[config.mk]
export PLATFORM = sky130hd
export DESIGN_NAME = uart_tx_arbiter
export DESIGN_NICKNAME = d
export VERILOG_FILES = /design/src/rtl/uart_tx_arbiter_pkg.sv /design/src/rtl/uart_tx_arbiter_rr.sv /design/src/rtl/uart_tx_arbiter.sv
export SDC_FILE = /design/constraint.sdc
export NUM_CORES = 1
export LEC_CHECK = 0
export ABC_AREA = 1
export CAP_MARGIN = 20
export CORE_AREA = 2 2 46 69
export DETAILED_ROUTE_END_ITERATION = 8
export DIE_AREA = 0 0 48 71
export GPL_ROUTABILITY_DRIVEN = 0
export PLACE_DENSITY = 0.8
export SLEW_MARGIN = 20
export SYNTH_ARGS = -nofsm -noshare
export SYNTH_HDL_FRONTEND = slang
export SYNTH_HIERARCHICAL = 1
export SYNTH_SLANG_ARGS = --single-unit
[constraint.sdc]
create_clock -name clk_3125 -period 4.2 [get_ports clk_3125]
set_input_delay 0.63 -clock clk_3125 [delete_from_list [all_inputs] [get_ports clk_3125]]
set_output_delay 0.63 -clock clk_3125 [all_outputs]
set_load 0.005 [all_outputs]
[src/rtl/uart_tx_arbiter_pkg.sv]
// Shared definitions for the two-requester UART transmit arbiter:
// FSM encoding, frame timing constants and the parity select helper.
package uart_tx_arbiter_pkg;

  // Arbiter FSM encoding. FLUSH is the post-reset state.
  typedef enum logic [2:0] {
    ST_FLUSH     = 3'd0,
    ST_IDLE      = 3'd1,
    ST_START     = 3'd2,
    ST_WAIT_DONE = 3'd3,
    ST_NEXT      = 3'd4
  } state_t;

  // One UART frame: 11 bits at 27 clocks per bit.
  localparam int FRAME_BITS         = 11;
  localparam int BIT_CYCLES         = 27;
  localparam int FRAME_CYCLES       = FRAME_BITS * BIT_CYCLES;

  // Default WAIT_DONE budget: one frame plus margin.
  localparam int TIMEOUT_CYCLES_DEF = 400;

  // Parity type presented to the transmitter for a given owner.
  function automatic logic parity_sel(input logic gid,
                                      input logic p0,
                                      input logic p1);
    logic sel;
    if (gid) begin
      sel = p1;
    end else begin
      sel = p0;
    end
    return sel;
  endfunction

endpackage

[src/rtl/uart_tx_arbiter_rr.sv]
// Two-way round-robin picker. With a single requester it grants that one;
// with both it grants the one that did not win last time.
module uart_tx_arbiter_rr (
  input  logic [1:0] i_valid,
  input  logic       i_last_grant,
  output logic       o_grant_id,
  output logic       o_grant_valid
);

  // Pick a winner from the two valid lines and the previous owner.
  always_comb begin
    o_grant_id    = i_last_grant;
    o_grant_valid = 1'b0;
    case (i_valid)
      2'b01: begin
        o_grant_id    = 1'b0;
        o_grant_valid = 1'b1;
      end
      2'b10: begin
        o_grant_id    = 1'b1;
        o_grant_valid = 1'b1;
      end
      2'b11: begin
        o_grant_id    = ~i_last_grant;
        o_grant_valid = 1'b1;
      end
      default: begin
        o_grant_id    = i_last_grant;
        o_grant_valid = 1'b0;
      end
    endcase
  end

endmodule

[src/rtl/uart_tx_arbiter.sv]
// Arbitrates two byte/packet sources onto one UART transmitter. A packet
// owner keeps the transmitter until a last byte completes or a frame times
// out. After reset the FSM waits in FLUSH for any frame already in flight.
module uart_tx_arbiter
  import uart_tx_arbiter_pkg::*;
#(
  parameter int   TIMEOUT_CYCLES = TIMEOUT_CYCLES_DEF,
  parameter logic PARITY0        = 1'b0,
  parameter logic PARITY1        = 1'b1
) (
  input  logic       clk_3125,
  input  logic       rst_n,
  input  logic       req0_valid,
  input  logic [7:0] req0_data,
  input  logic       req0_last,
  output logic       req0_ready,
  input  logic       req1_valid,
  input  logic [7:0] req1_data,
  input  logic       req1_last,
  output logic       req1_ready,
  output logic       tx_start,
  output logic [7:0] tx_data,
  output logic       parity_type,
  input  logic       tx_done,
  output logic       busy,
  output logic       grant_id,
  output logic       timeout_err,
  input  logic       err_clr
);

  localparam int                CNT_W    = $clog2(TIMEOUT_CYCLES) + 1;
  localparam logic [CNT_W-1:0]  CNT_LAST = CNT_W'(TIMEOUT_CYCLES - 1);

  state_t           r_state;
  state_t           w_state_nxt;
  logic [CNT_W-1:0] r_cnt;
  logic             r_lock;
  logic             r_grant_id;
  logic [7:0]       r_tx_data;
  logic             r_parity;
  logic             r_tx_start;
  logic             r_busy;
  logic             r_timeout_err;

  logic             w_rr_gid;
  logic             w_rr_valid;
  logic             w_own_valid;
  logic             w_cnt_last;
  logic             w_accept;
  logic             w_acc_id;
  logic [7:0]       w_acc_data;
  logic             w_acc_last;
  logic             w_timeout;

  uart_tx_arbiter_rr u_rr (
    .i_valid       ({req1_valid, req0_valid}),
    .i_last_grant  (r_grant_id),
    .o_grant_id    (w_rr_gid),
    .o_grant_valid (w_rr_valid)
  );

  assign w_own_valid = r_grant_id ? req1_valid : req0_valid;
  assign w_cnt_last  = (r_cnt == CNT_LAST);
  assign w_acc_data  = w_acc_id ? req1_data : req0_data;
  assign w_acc_last  = w_acc_id ? req1_last : req0_last;

  // Handshake is combinational with the accept decision; held low in reset
  // so no byte appears taken while the packet is being dropped.
  assign req0_ready  = rst_n & w_accept & ~w_acc_id;
  assign req1_ready  = rst_n & w_accept &  w_acc_id;

  assign tx_start    = r_tx_start;
  assign tx_data     = r_tx_data;
  assign parity_type = r_parity;
  assign busy        = r_busy;
  assign grant_id    = r_grant_id;
  assign timeout_err = r_timeout_err;

  // Next-state, accept and timeout decode.
  always_comb begin
    w_state_nxt = r_state;
    w_accept    = 1'b0;
    w_acc_id    = r_grant_id;
    w_timeout   = 1'b0;
    case (r_state)
      ST_FLUSH: begin
        if (tx_done || w_cnt_last) begin
          w_state_nxt = ST_IDLE;
        end else begin
          w_state_nxt = ST_FLUSH;
        end
      end
      ST_IDLE: begin
        if (w_rr_valid) begin
          w_accept    = 1'b1;
          w_acc_id    = w_rr_gid;
          w_state_nxt = ST_START;
        end else begin
          w_state_nxt = ST_IDLE;
        end
      end
      ST_START: begin
        w_state_nxt = ST_WAIT_DONE;
      end
      ST_WAIT_DONE: begin
        if (tx_done) begin
          if (r_lock) begin
            w_state_nxt = ST_NEXT;
          end else begin
            w_state_nxt = ST_IDLE;
          end
        end else if (w_cnt_last) begin
          w_timeout   = 1'b1;
          w_state_nxt = ST_IDLE;
        end else begin
          w_state_nxt = ST_WAIT_DONE;
        end
      end
      ST_NEXT: begin
        if (w_own_valid) begin
          w_accept    = 1'b1;
          w_acc_id    = r_grant_id;
          w_state_nxt = ST_START;
        end else begin
          w_state_nxt = ST_NEXT;
        end
      end
      default: begin
        w_state_nxt = ST_FLUSH;
      end
    endcase
  end

  // State register; reset lands in FLUSH.
  always_ff @(posedge clk_3125) begin
    if (!rst_n) begin
      r_state <= ST_FLUSH;
    end else begin
      r_state <= w_state_nxt;
    end
  end

  // Dwell counter: restarts on every state change, saturates at the limit.
  always_ff @(posedge clk_3125) begin
    if (!rst_n) begin
      r_cnt <= '0;
    end else if (r_state != w_state_nxt) begin
      r_cnt <= '0;
    end else if (!w_cnt_last) begin
      r_cnt <= r_cnt + CNT_W'(1);
    end else begin
      r_cnt <= r_cnt;
    end
  end

  // Byte, owner, parity and packet lock captured on each accepted byte.
  always_ff @(posedge clk_3125) begin
    if (!rst_n) begin
      r_tx_data  <= 8'h00;
      r_parity   <= PARITY0;
      r_grant_id <= 1'b1;
      r_lock     <= 1'b0;
    end else if (w_accept) begin
      r_tx_data  <= w_acc_data;
      r_parity   <= parity_sel(w_acc_id, PARITY0, PARITY1);
      r_grant_id <= w_acc_id;
      r_lock     <= ~w_acc_last;
    end else if (w_timeout) begin
      r_lock     <= 1'b0;
    end else begin
      r_lock     <= r_lock;
    end
  end

  // Registered status: start pulse and busy follow the next state.
  always_ff @(posedge clk_3125) begin
    if (!rst_n) begin
      r_tx_start <= 1'b0;
      r_busy     <= 1'b1;
    end else begin
      r_tx_start <= (w_state_nxt == ST_START);
      r_busy     <= (w_state_nxt != ST_IDLE);
    end
  end

  // Sticky timeout flag; a new timeout beats a simultaneous clear.
  always_ff @(posedge clk_3125) begin
    if (!rst_n) begin
      r_timeout_err <= 1'b0;
    end else if (w_timeout) begin
      r_timeout_err <= 1'b1;
    end else if (err_clr) begin
      r_timeout_err <= 1'b0;
    end else begin
      r_timeout_err <= r_timeout_err;
    end
  end

endmodule

**Word level (Yosys, flattened, before mapping)**

Index checks and enable logic that the tools add are counted.
Widths: inputs -> output; s select.

- Register bits: 27
- Input port bits: 24

- Add/sub/neg operators: 1
- Eq/ne operators: 11
- Mux-type cells: 25
- Bitwise gates (word level): 7
- Reductions and logical operators: 6

Operators with widths:

| operator | count |
|---|---|
| $mux 1 | 16 |
| $pmux 3 s5 | 1 |
| $add 10x1->10 const B | 1 |
| $eq 10x9->1 const B | 1 |
| $eq 3x2->1 const B | 3 |
| $mux 3 | 3 |
| $mux 8 | 1 |
| $eq 2x2->1 const B | 2 |
| $mux 2 | 2 |
| $not 1->1 | 4 |
| $reduce_bool 2->1 | 2 |
| $and 1x1->1 | 3 |
| $eq 3x1->1 const B | 1 |
| $eq 3x3->1 const B | 1 |
| $logic_not 3->1 | 1 |
| $ne 3x1->1 const B | 1 |
| $ne 3x3->1 | 1 |
| $pmux 1 s3 | 1 |
| $reduce_or 3->1 | 1 |
| $eq 2x1->1 const B | 1 |
| $pmux 1 s2 | 1 |
| $reduce_or 2->1 | 1 |
| $logic_or 1x1->1 | 1 |

**Longest topological paths before layout**

Gate-level depths: netlist (run 1).

- Depth in word-level cells: 8
- Mapped depth: 11

**Cells and area by module**

The synthesis (run 1) kept the hierarchy.

Modules (own cells, without submodules):

| module | instances | cells each | area an instance (um2) |
|---|---|---|---|
| uart_tx_arbiter | 1 | 190 | 1322.5 |
| uart_tx_arbiter_rr | 1 | 6 | 25.0 |

**Worst setup path before layout (run 1)**

OpenSTA, ideal clock, no wires.

- Path kind: in2out
- Start: input req1_valid
- End: output req0_ready
- Arrival: 1433 ps
- Slack: 2137 ps
- Stages: 6
- Cell sequence: or2_1 nand2_1 o21ai_0 nand2_1 nand2_2 nor3_4

- Word-level cells in the longest chain between the ends: 7
- Elaborated cells between the ends (all ways): 15
- Those cells by class: eq/ne: 3; mux: 8; bitwise: 3; reduce/logical: 1

RTL lines:

| element | line | text |
|---|---|---|
| from (decl) | uart_tx_arbiter.sv:17 | `input logic req1_valid,` |
| $eq 2x1->1 / $eq 2x2->1 (equally long branches) | uart_tx_arbiter_rr.sv:14 | `case (i_valid)` |
| $reduce_or 3->1 (no line) | - |  |
| $mux 1 | uart_tx_arbiter_rr.sv:14 |  |
| $mux 1 | uart_tx_arbiter.sv:94 | `if (w_rr_valid) begin` |
| $pmux 1 s2 / $mux 1 (equally long branches) | - |  |
| $and 1x1->1 / $not 1->1 (equally long branches) | uart_tx_arbiter.sv:69 | `assign req0_ready = rst_n & w_accept & ~w_acc_id;` |
| $and 1x1->1 (*) | uart_tx_arbiter.sv:69 |  |
| to (decl) | uart_tx_arbiter.sv:16 | `output logic req0_ready,` |

Mark *: on every way between the ends. The rest lies on a longest branch, timed or not.

**Worst setup path in the final report (run 1)**

- Start: input rst_n
- End: output req0_ready

- Word-level cells in the longest chain between the ends: 2

RTL lines:

| element | line | text |
|---|---|---|
| from (decl) | uart_tx_arbiter.sv:12 | `input logic rst_n,` |
| $and 1x1->1 (2 in a row) | uart_tx_arbiter.sv:69 |  |

No other way between the ends.

==> impl_metrics.env, run 1 <==
export IMPL_first_iter_violations=21
export IMPL_combinationalPowerShare_pct=24.4
export IMPL_postSynthAreaPerCell_um2=6.88
export IMPL_final_nets=262
export IMPL_grt_pass1_vias=1277
export IMPL_synthAdderAreaFrac_pct=0.929
export IMPL_fin_util_pct=63.5
export IMPL_synth_seq_cells=27
export IMPL_internal_power_w=0.000408
export IMPL_status="finished clean"
export IMPL_max_cap_violations=0
export IMPL_timing_hold_ws_ps=489
export IMPL_cts_resized=0
export IMPL_relSlewSlack_pct=68.4
export IMPL_grt_remaining_overflow=0
export IMPL_dpl_hpwl_mm=2.34
export IMPL_worst_pin_slew_ps=473
export IMPL_p_per_area_nw_per_um2=315
export IMPL_path_clk_slew_ps=80
export IMPL_critPathLaunchType="input port"
export IMPL_htreeDepth=1
export IMPL_die_w_um=48
export IMPL_area_delta_synth_final_pct=34.4
export IMPL_dieArea_um2=3410
export IMPL_rows=24
export IMPL_irDropWorstVdd_mv=0.219
export IMPL_hold_end="parity_type"
export IMPL_antenna_found_initial=0
export IMPL_drv_slew=0
export IMPL_setup_viol=0
export IMPL_worst_r2r_endpoint="r_cnt[3]"
export IMPL_hold_violations=0
export IMPL_finalCritPeriodShare_pct=78.5
export IMPL_cts_tree="done"
export IMPL_rsz0062_at_grt="no"
export IMPL_final_common_cell="nand2_1"
export IMPL_core_area_um2=2850
export IMPL_seqPwrFrac_pct=50.6
export IMPL_routed_wl_mm=2.95
export IMPL_fin_tns_setup_ps=0
export IMPL_path_max_fanout=12
export IMPL_r2r_setup_slack_ps=2530
export IMPL_yosysWarnings=6
export IMPL_cts_buffer_depth=2
export IMPL_worst_ep_arrival_time_ps=2670
export IMPL_numClockSinks=27
export IMPL_wl_per_cell_um=10.7
export IMPL_drc=0
export IMPL_cts_made_buffers=3
export IMPL_postCtsSetupBuffers=0
export IMPL_synth_top_family_by_area="simple AND/OR/NAND/NOR gates"
export IMPL_ios=39
export IMPL_fillCellCount=270
export IMPL_final_cell_mix="nand2_1, clkdlybuf4s50_1, dfxtp_1"
export IMPL_synthesis_instances=196
export IMPL_leakagePower_nw=0.796
export IMPL_crit_type="input port to primary output"
export IMPL_holdBufCountCts=0
export IMPL_power_frac_clock_pct=25.0
export IMPL_cp_end_kind="primary output"
export IMPL_min_path_cells=2
export IMPL_fin_crit_ps=3300
export IMPL_r2r_cells=10
export IMPL_seq_area_um2=541
export IMPL_synth_xor_area_share_pct=2.60
export IMPL_min_from="parity_type"
export IMPL_switching_share_pct=28.4
export IMPL_ys_types=25
export IMPL_netlist_area_um2=1350
export IMPL_fmax_ghz=0.303
export IMPL_vias=1315
export IMPL_grt_usage_pct=19.6
export IMPL_start_util_pct=47.2
export IMPL_cts_root_buf="clkbuf_8"
export IMPL_clock_latency_ps=270
export IMPL_grt_pass1_wl_mm=5.02
export IMPL_muxShareOfSynthArea_pct=0
export IMPL_synth_compound_area_share_pct=4.83
export IMPL_grt_max_degree=16
export IMPL_synthSimpleGateAreaFrac_pct=42.2
export IMPL_firstDrtPassIters=4
export IMPL_io_buffers=38
export IMPL_p_sw_w=0.000162
export IMPL_dp_slack_ps=934
export IMPL_layout_drive_gt1_share_pct=9.32
export IMPL_post_drt_via_cell_ratio=4.78
export IMPL_setup_ws_ps=904
export IMPL_power_w=0.000570
export IMPL_timing_rr_start="r_cnt[0]"
export IMPL_multi_input_area_um2=681
export IMPL_cp_required_ps=3570
export IMPL_num_antenna_cells=0
export IMPL_min_delay_path_class="flip-flop to flip-flop"
export IMPL_finClkSkew_ps=7.06
export IMPL_drtAntennaViolNets=0
export IMPL_synth_nets=221
export IMPL_ys_seq_area_share_pct=40.1
export IMPL_fp_dieH_um=71
-- Yosys cell counts --
master / n / area, µm²
nand2_1: 52 / 195
dfxtp_1: 27 / 541
nand3_1: 26 / 130
inv_1: 23 / 86.3
nor3_1: 13 / 65.1
nor2_1: 12 / 45.0
a21oi_1: 7 / 35.0
inv_2: 5 / 18.8
nand2_2: 5 / 31.3
o21ai_0: 5 / 25.0
xor2_1: 4 / 35.0
nand3_2: 2 / 20.0
nand4_1: 2 / 12.5
nor2_4: 2 / 22.5
and2_1: 1 / 6.26
buf_4: 1 / 7.51
clkbuf_1: 1 / 3.75
clkinv_1: 1 / 3.75
ha_1: 1 / 12.5
inv_4: 1 / 6.26
nand2_4: 1 / 11.3
nor3_4: 1 / 16.3
o21ai_1: 1 / 5.00
or2_1: 1 / 6.26
or2_2: 1 / 6.26
-- cells by family (layout without fill, tap and decap cells) --
logic type,after synthesis,after routing
simple gates,119,119
buf+inv,32,72
flops,27,27
compound gates,13,13
xor+xnor,4,4
fa+ha+maj,1,1
-- power by group through the flow --
stage	Clock (W)	Sequential, W	Combinational (W)
after global routing	0.000160	0.000290	0.000156
after global placement	0	0.000294	0.000138
final	0.000143	0.000288	0.000139
after detailed placement	0	0.000294	0.000139
after CTS	0.000148	0.000288	0.000141
after floorplan	0	0.000293	0.0000757
-- registers in the layout, indices dropped and copies added (netlist names) --
| name | cells |
|---|---|
| busy | 1 |
| grant_id | 1 |
| parity_type | 1 |
| r_cnt | 10 |
| r_lock | 1 |
| r_state | 3 |
| timeout_err | 1 |
| tx_data | 8 |
| tx_start | 1 |
-- routing by layer --
layer,global-route usage [%],up-vias,share of wire (%)
met5,0,-,0
met4,4.50,0,0.47
met3,5.61,2,6.1
met2,37.0,28,56
met1,19.3,584,38
li1,-,701,-
-- per-stage QoR --
step / cells / cell area (µm²)
3_5_place_dp: 271 / 1770
4_1_cts: 275 / 1810
6_report: 275 / 1810
2_1_floorplan: 196 / 1350
3_3_place_gp: 271 / 1770
5_1_grt: 275 / 1810
-- worst max path at each step --
stage / slack [ps] / endpoint / startpoint
after global placement: 990 / req0_ready / rst_n
after CTS: 910 / req0_ready / rst_n
final: 900 / req0_ready / rst_n
after detailed placement: 930 / req0_ready / rst_n
after floorplan: 2140 / req0_ready / req1_valid
after global routing: 820 / req0_ready / rst_n
-- layout make-up --
class	count	area share, %
Clock inverter	1	0.276
Multi-Input combinational cell	137	37.6
Inverter	30	6.35
Clock buffer	3	2.28
Timing Repair Buffer	38	21.0
Sequential cell	27	29.8
Tap cell	39	2.69
-- worst max-delay path, cell delays in order --
cell and delay, ps:
clkdlybuf4s50_1 760, inv_1 280, nor3_4 410, clkdlybuf4s50_1 570
Note: power is estimated with default switching activity, not from simulation.
==> run 2: changes to the inputs <==
--- a/config.mk
+++ b/config.mk
@@ -7,11 +7,11 @@
 export LEC_CHECK = 0
 export ABC_AREA = 1
 export CAP_MARGIN = 20
-export CORE_AREA = 2 2 46 69
+export CORE_AREA = 2 2 48 72
 export DETAILED_ROUTE_END_ITERATION = 8
-export DIE_AREA = 0 0 48 71
+export DIE_AREA = 0 0 50 74
 export GPL_ROUTABILITY_DRIVEN = 0
-export PLACE_DENSITY = 0.8
+export PLACE_DENSITY = 0.75
 export SLEW_MARGIN = 20
 export SYNTH_ARGS = -nofsm -noshare
 export SYNTH_HDL_FRONTEND = slang
==> constraint.sdc (replaced) <==
create_clock -name clk_3125 -period 3.2 [get_ports clk_3125]
set_input_delay 0.48 -clock clk_3125 [delete_from_list [all_inputs] [get_ports clk_3125]]
set_output_delay 0.48 -clock clk_3125 [all_outputs]
set_load 0.005 [all_outputs]
==> run 2 against run 1 <==
Final area is 0.83% higher. Power is 32% higher. Routed wire length is 0.17% higher. Setup slack worse by 520 ps. Global-route usage is 1.8 points lower. Clock skew is 2.3 ps lower. Register-to-register slack worse by 1000 ps. Hold slack worse by 17 ps. Critical path type unchanged. Combinational power is 31% higher. Clock power is 34% higher. Die area is 8.6% higher.
==> impl_metrics.env, run 2 (synthesized netlist as in run 1, its figures left out) <==
export IMPL_rsz0062_at_grt="no"
export IMPL_start_util_pct=43.5
export IMPL_cts_tree="done"
export IMPL_fin_area_um2=1830
export IMPL_setup_viol=0
export IMPL_final_cell_mix="nand2_1, clkdlybuf4s50_1, dfxtp_1"
export IMPL_postCtsSetupBuffers=0
export IMPL_grt_pass1_wl_mm=5.17
export IMPL_fmax_ghz=0.355
export IMPL_cpMaxStageDelayCell="clkdlybuf4s50_1"
export IMPL_grt_pass1_vias=1317
export IMPL_stdcell_count=278
export IMPL_hold_violations=0
export IMPL_leakagePower_nw=0.804
export IMPL_relSlewSlack_pct=76.7
export IMPL_grt_remaining_overflow=0
export IMPL_r2r_setup_slack_ps=1500
export IMPL_crit_type="input port to primary output"
export IMPL_holdBufCountCts=0
export IMPL_cp_end_kind="primary output"
export IMPL_worstPathCellList="clkdlybuf4s50_1, or2_1, nand4_1, nand2_4, inv_4, nor2_4, nand2_1, inv_2, clkdlybuf4s50_1"
export IMPL_dieArea_um2=3700
export IMPL_dpl_hpwl_mm=2.34
export IMPL_final_common_cell="nand2_1"
export IMPL_grt_max_degree=15
export IMPL_antenna_found_initial=0
export IMPL_vias=1360
export IMPL_placed_cell_area_um2=1780
export IMPL_cts_buffer_depth=2
export IMPL_path_max_fanout=13
export IMPL_power_w=0.000752
export IMPL_numClockSinks=27
export IMPL_post_drt_via_cell_ratio=4.89
export IMPL_cts_resized=0
export IMPL_drc=0
export IMPL_seq_area_um2=541
export IMPL_num_antenna_cells=0
export IMPL_cp_common_cell="clkdlybuf4s50_1"
export IMPL_area_delta_synth_final_pct=35.6
export IMPL_fin_crit_ps=2820
export IMPL_finClkSkew_ps=4.78
export IMPL_rows=25
export IMPL_worst_pin_slew_ps=349
export IMPL_drv_slew=0
export IMPL_max_cap_violations=0
export IMPL_p_per_area_nw_per_um2=412
export IMPL_worst_ep_arrival_time_ps=2340
export IMPL_fillCellCount=289
export IMPL_irDropWorstVdd_mv=0.257
export IMPL_dp_slack_ps=382
export IMPL_critPathTopFamily="buffers and inverters"
export IMPL_wl_per_cell_um=10.6
export IMPL_min_delay_path_class="flip-flop to flip-flop"
export IMPL_ios=39
export IMPL_dp_cells=274
export IMPL_core_area_um2=3100
export IMPL_die_w_um=50
export IMPL_status="finished clean"
export IMPL_regMostFlops="r_cnt"
export IMPL_routed_wl_mm=2.96
export IMPL_firstDrtPassIters=4
export IMPL_fp_dieH_um=74
export IMPL_multi_input_area_um2=681
export IMPL_timing_critical_path_buf_inv=4
export IMPL_slowest_delay_ps=520
export IMPL_layout_drive_gt1_share_pct=9.66
export IMPL_drtAntennaViolNets=0
export IMPL_finalCritPeriodShare_pct=88.1
export IMPL_cp_required_ps=2720
export IMPL_final_nets=264
export IMPL_largest_reg_flops=10
export IMPL_setup_ws_ps=380
export IMPL_critPathLaunchType="input port"
export IMPL_clock_latency_ps=270
export IMPL_cts_made_buffers=3
export IMPL_fin_tns_setup_ps=0
export IMPL_path_clk_slew_ps=90
export IMPL_io_buffers=38
export IMPL_first_iter_violations=26
export IMPL_cts_root_buf="clkbuf_8"
export IMPL_htreeDepth=1
export IMPL_grt_usage_pct=17.8
[run 2: changes by cell type in the layout (fill, tap and decap cells not counted)]
cell,previous run,this run
clkinv_2,1,0
clkbuf_1,0,1
buf_4,0,2
[run 2: per-stage QoR]
step | hold WS, ps | util, %
floorplan | 460 | -
detailed placement | 471 | 57.5
global route | 492 | 59.0
CTS | 485 | 59.0
finish | 473 | 59.0
global placement | 466 | 57.5
[run 2: final timing paths]
kind / startpoint / end / cells past startpoint
hold / removal: timeout_err / timeout_err / 2
setup / recovery: req1_valid / req1_ready / 9
setup reg to reg: r_cnt[0] / r_cnt[2] / 10
hold reg to reg: timeout_err / timeout_err / 2
[run 2: final cells by class]
cell class / count / area share (%)
Timing Repair Buffer: 40 / 21.6
Clock buffer: 4 / 2.47
Multi-Input combinational cell: 137 / 37.3
Inverter: 30 / 6.30
Sequential cell: 27 / 29.6
Tap cell: 40 / 2.74
[run 2: power breakdown]
part	switching (W)	internal, W	leakage [nW]
registers	0.0000177	0.000360	0.220
logic	0.0000929	0.0000894	0.561
clock network	0.000103	0.0000891	0.0228
total	0.000214	0.000539	0.804
[run 2: metal layers]
layer	up-vias	routed length (µm)	track usage, %
li1	712	-	-
met1	611	1170	17.5
met2	35	1560	34.8
met3	2	196	5.02
met4	0	25	6.48
met5	-	0	0
[run 2: worst reg2reg max path, delay by kind of cell (launching register included)]
| kind | cells | cell delay [ps] |
|---|---|---|
| flops | 1 | 380 |
| fa+ha+maj | 1 | 180 |
| simple gates | 9 | 1030 |
==> run 3: changes to the inputs <==
--- a/config.mk
+++ b/config.mk
@@ -5,11 +5,11 @@
 export SDC_FILE = /design/constraint.sdc
 export NUM_CORES = 1
 export LEC_CHECK = 0
-export ABC_AREA = 1
+export ABC_AREA = 0
 export CAP_MARGIN = 20
-export CORE_AREA = 2 2 48 72
+export CORE_AREA = 2 2 47 71
 export DETAILED_ROUTE_END_ITERATION = 8
-export DIE_AREA = 0 0 50 74
+export DIE_AREA = 0 0 49 73
 export GPL_ROUTABILITY_DRIVEN = 0
 export PLACE_DENSITY = 0.75
 export SLEW_MARGIN = 20
==> run 3 against run 2 <==
First-iteration DRC count increased by 35%. Clock skew increased by 0.81 ps. Global-route usage increased by 0.76 points. Area after synthesis decreased by 3.6%. Sequential share of layout area increased by 0.77 points. Sequential power decreased by 1%. Power decreased by 5.0%. Clock power increased by 5%. Critical path type unchanged. Largest cell class unchanged. Largest power group unchanged.
==> impl_metrics.env, run 3 <==
export IMPL_status="finished clean"
export IMPL_start_util_pct=42.8
export IMPL_final_common_cell="clkdlybuf4s50_1"
export IMPL_fin_crit_ps=2960
export IMPL_cts_made_buffers=3
export IMPL_cp_required_ps=2720
export IMPL_vias=1253
export IMPL_synth_seq_cells=27
export IMPL_fmax_ghz=0.338
export IMPL_fp_dieH_um=73
export IMPL_finalCritPeriodShare_pct=92.4
export IMPL_core_area_um2=3030
export IMPL_timing_hold_ws_ps=485
export IMPL_holdBufCountCts=0
export IMPL_yosysMostFrequentCell="dfxtp_1"
export IMPL_regMostFlops="r_cnt"
export IMPL_path_max_fanout=6
export IMPL_drtAntennaViolNets=0
export IMPL_max_cap_violations=0
export IMPL_min_path_cells=2
export IMPL_synth_nets=177
export IMPL_io_buffers=38
export IMPL_htreeDepth=1
export IMPL_cts_buffer_depth=2
export IMPL_synth_area_top_cells="dfxtp_1, nor2_1, o22ai_1"
export IMPL_drv_slew=0
export IMPL_postCtsSetupBuffers=0
export IMPL_dieArea_um2=3580
export IMPL_drc=0
export IMPL_p_per_area_nw_per_um2=401
export IMPL_ys_types=46
export IMPL_netlist_area_um2=1300
export IMPL_rows=25
export IMPL_clock_latency_ps=280
export IMPL_placed_cell_area_um2=1730
export IMPL_ios=39
export IMPL_multi_input_area_um2=697
export IMPL_first_iter_violations=35
export IMPL_final_nets=218
export IMPL_postSynthAreaPerCell_um2=8.54
export IMPL_synthesis_instances=152
export IMPL_routed_wl_mm=3.03
export IMPL_synth_edf_count=0
export IMPL_yosysWarnings=6
export IMPL_leakagePower_nw=0.607
export IMPL_final_cell_mix="clkdlybuf4s50_1, dfxtp_1, nor2_1"
export IMPL_num_antenna_cells=0
export IMPL_min_delay_path_class="flip-flop to flip-flop"
export IMPL_synth_ff_type="dfxtp_1"
export IMPL_worst_ep_arrival_time_ps=2480
export IMPL_cp_end_kind="primary output"
export IMPL_rsz0062_at_grt="no"
export IMPL_setup_viol=0
export IMPL_cts_root_buf="clkbuf_8"
export IMPL_crit_type="input port to primary output"
export IMPL_fin_area_um2=1780
export IMPL_fin_tns_setup_ps=0
export IMPL_irDropWorstVdd_mv=0.260
export IMPL_grt_max_degree=17
export IMPL_seq_area_um2=541
export IMPL_worst_pin_slew_ps=699
export IMPL_synth_area_leader_cell="dfxtp_1"
export IMPL_grt_usage_pct=18.6
export IMPL_finClkSkew_ps=5.60
export IMPL_cts_tree="done"
export IMPL_synthTopCellsByCount="dfxtp_1, nor2_1, o21ai_0, o22ai_1, a21oi_1"
export IMPL_area_delta_synth_final_pct=37.1
export IMPL_grt_pass1_vias=1224
export IMPL_netlist_area_leader_share_pct=41.6
export IMPL_critPathLaunchType="input port"
export IMPL_dpl_hpwl_mm=2.39
export IMPL_firstDrtPassIters=4
export IMPL_cts_resized=0
export IMPL_largest_reg_flops=10
export IMPL_fillCellCount=284
export IMPL_antenna_found_initial=0
export IMPL_grt_pass1_wl_mm=5.23
export IMPL_setup_ws_ps=244
export IMPL_post_drt_via_cell_ratio=5.40
export IMPL_async_flop_share_pct=0
export IMPL_r2r_cells=4
export IMPL_path_clk_slew_ps=90
export IMPL_die_w_um=49
export IMPL_ys_seq_area_share_pct=41.6
export IMPL_numClockSinks=27
export IMPL_relSlewSlack_pct=53.1
export IMPL_hold_violations=0
export IMPL_layout_drive_gt1_share_pct=9.38
export IMPL_grt_remaining_overflow=0
export IMPL_dp_slack_ps=273
export IMPL_wl_per_cell_um=13.1
[run 3: cell count changes after synthesis, sizes merged, moves of 3 or more]
| cell | change |
|---|---|
| clkbuf | +4 |
| nand2 | -51 |
| inv | -22 |
| xnor2 | +6 |
| nor3 | -8 |
| nor2b | +5 |
| xor2 | -4 |
| nor2 | +5 |
| nand3 | -22 |
| o22ai | +9 |
| nor4 | +3 |
| o21ai | +6 |
[run 3: critical path: stages]
cell	delay, ps
clkdlybuf4s50_1	570
or2_1	220
nor4bb_1	430
a32oi_1	120
nor2b_1	140
clkdlybuf4s50_1	520
[run 3: routing by layer]
metal	share of wire [%]	vias to the layer above	global-route usage (%)
li1	-	631	-
met1	39	563	18.3
met2	51	52	34.9
met3	7.8	7	5.12
met4	2.0	0	10.2
met5	0	-	0
[run 3: kinds of logic (layout without fill, tap and decap cells)]
family,after synthesis,count (layout),synth area share (%)
AO/OA/AOI/OAI,40,40,19.3
XOR/XNOR,6,6,4.05
adder cells (fa/ha/maj),1,1,0.963
buffers and inverters,14,54,4.72
flip-flops,27,27,41.6
multiplexers,2,2,1.64
AND/OR/NAND/NOR,62,62,27.7
[run 3: power by group]
| group | internal (W) | total (W) | switching, W |
|---|---|---|---|
| Sequential | 0.000355 | 0.000374 | 0.0000186 |
| Combinational | 0.0000833 | 0.000139 | 0.0000557 |
| Clock | 0.0000886 | 0.000202 | 0.000113 |
[run 3: layout make-up]
cell class,count,area share [%]
repair buffers,43,23.5
well taps,40,2.81
clock buffers,3,2.32
flip-flops and latches,27,30.4
clock inverters,1,0.422
inverters,7,1.48
multi-input cells,111,39.1
[run 3: final timing paths]
kind | start | endpoint | slack (ps)
min | parity_type | parity_type | 480
max | req1_valid | req1_ready | 240
max reg2reg | r_state[2] | r_lock | 1270
min reg2reg | parity_type | parity_type | 480
[run 3: per-stage QoR]
| step | cells | utilization [%] | power (W) |
|---|---|---|---|
| final | 232 | 58.7 | 0.000715 |
| after global routing | 232 | 58.7 | 0.000751 |
| after floorplan | 152 | - | 0.000442 |
| after global placement | 228 | 57.1 | 0.000518 |
| after detailed placement | 228 | 57.1 | 0.000521 |
| after CTS | 232 | 58.7 | 0.000721 |
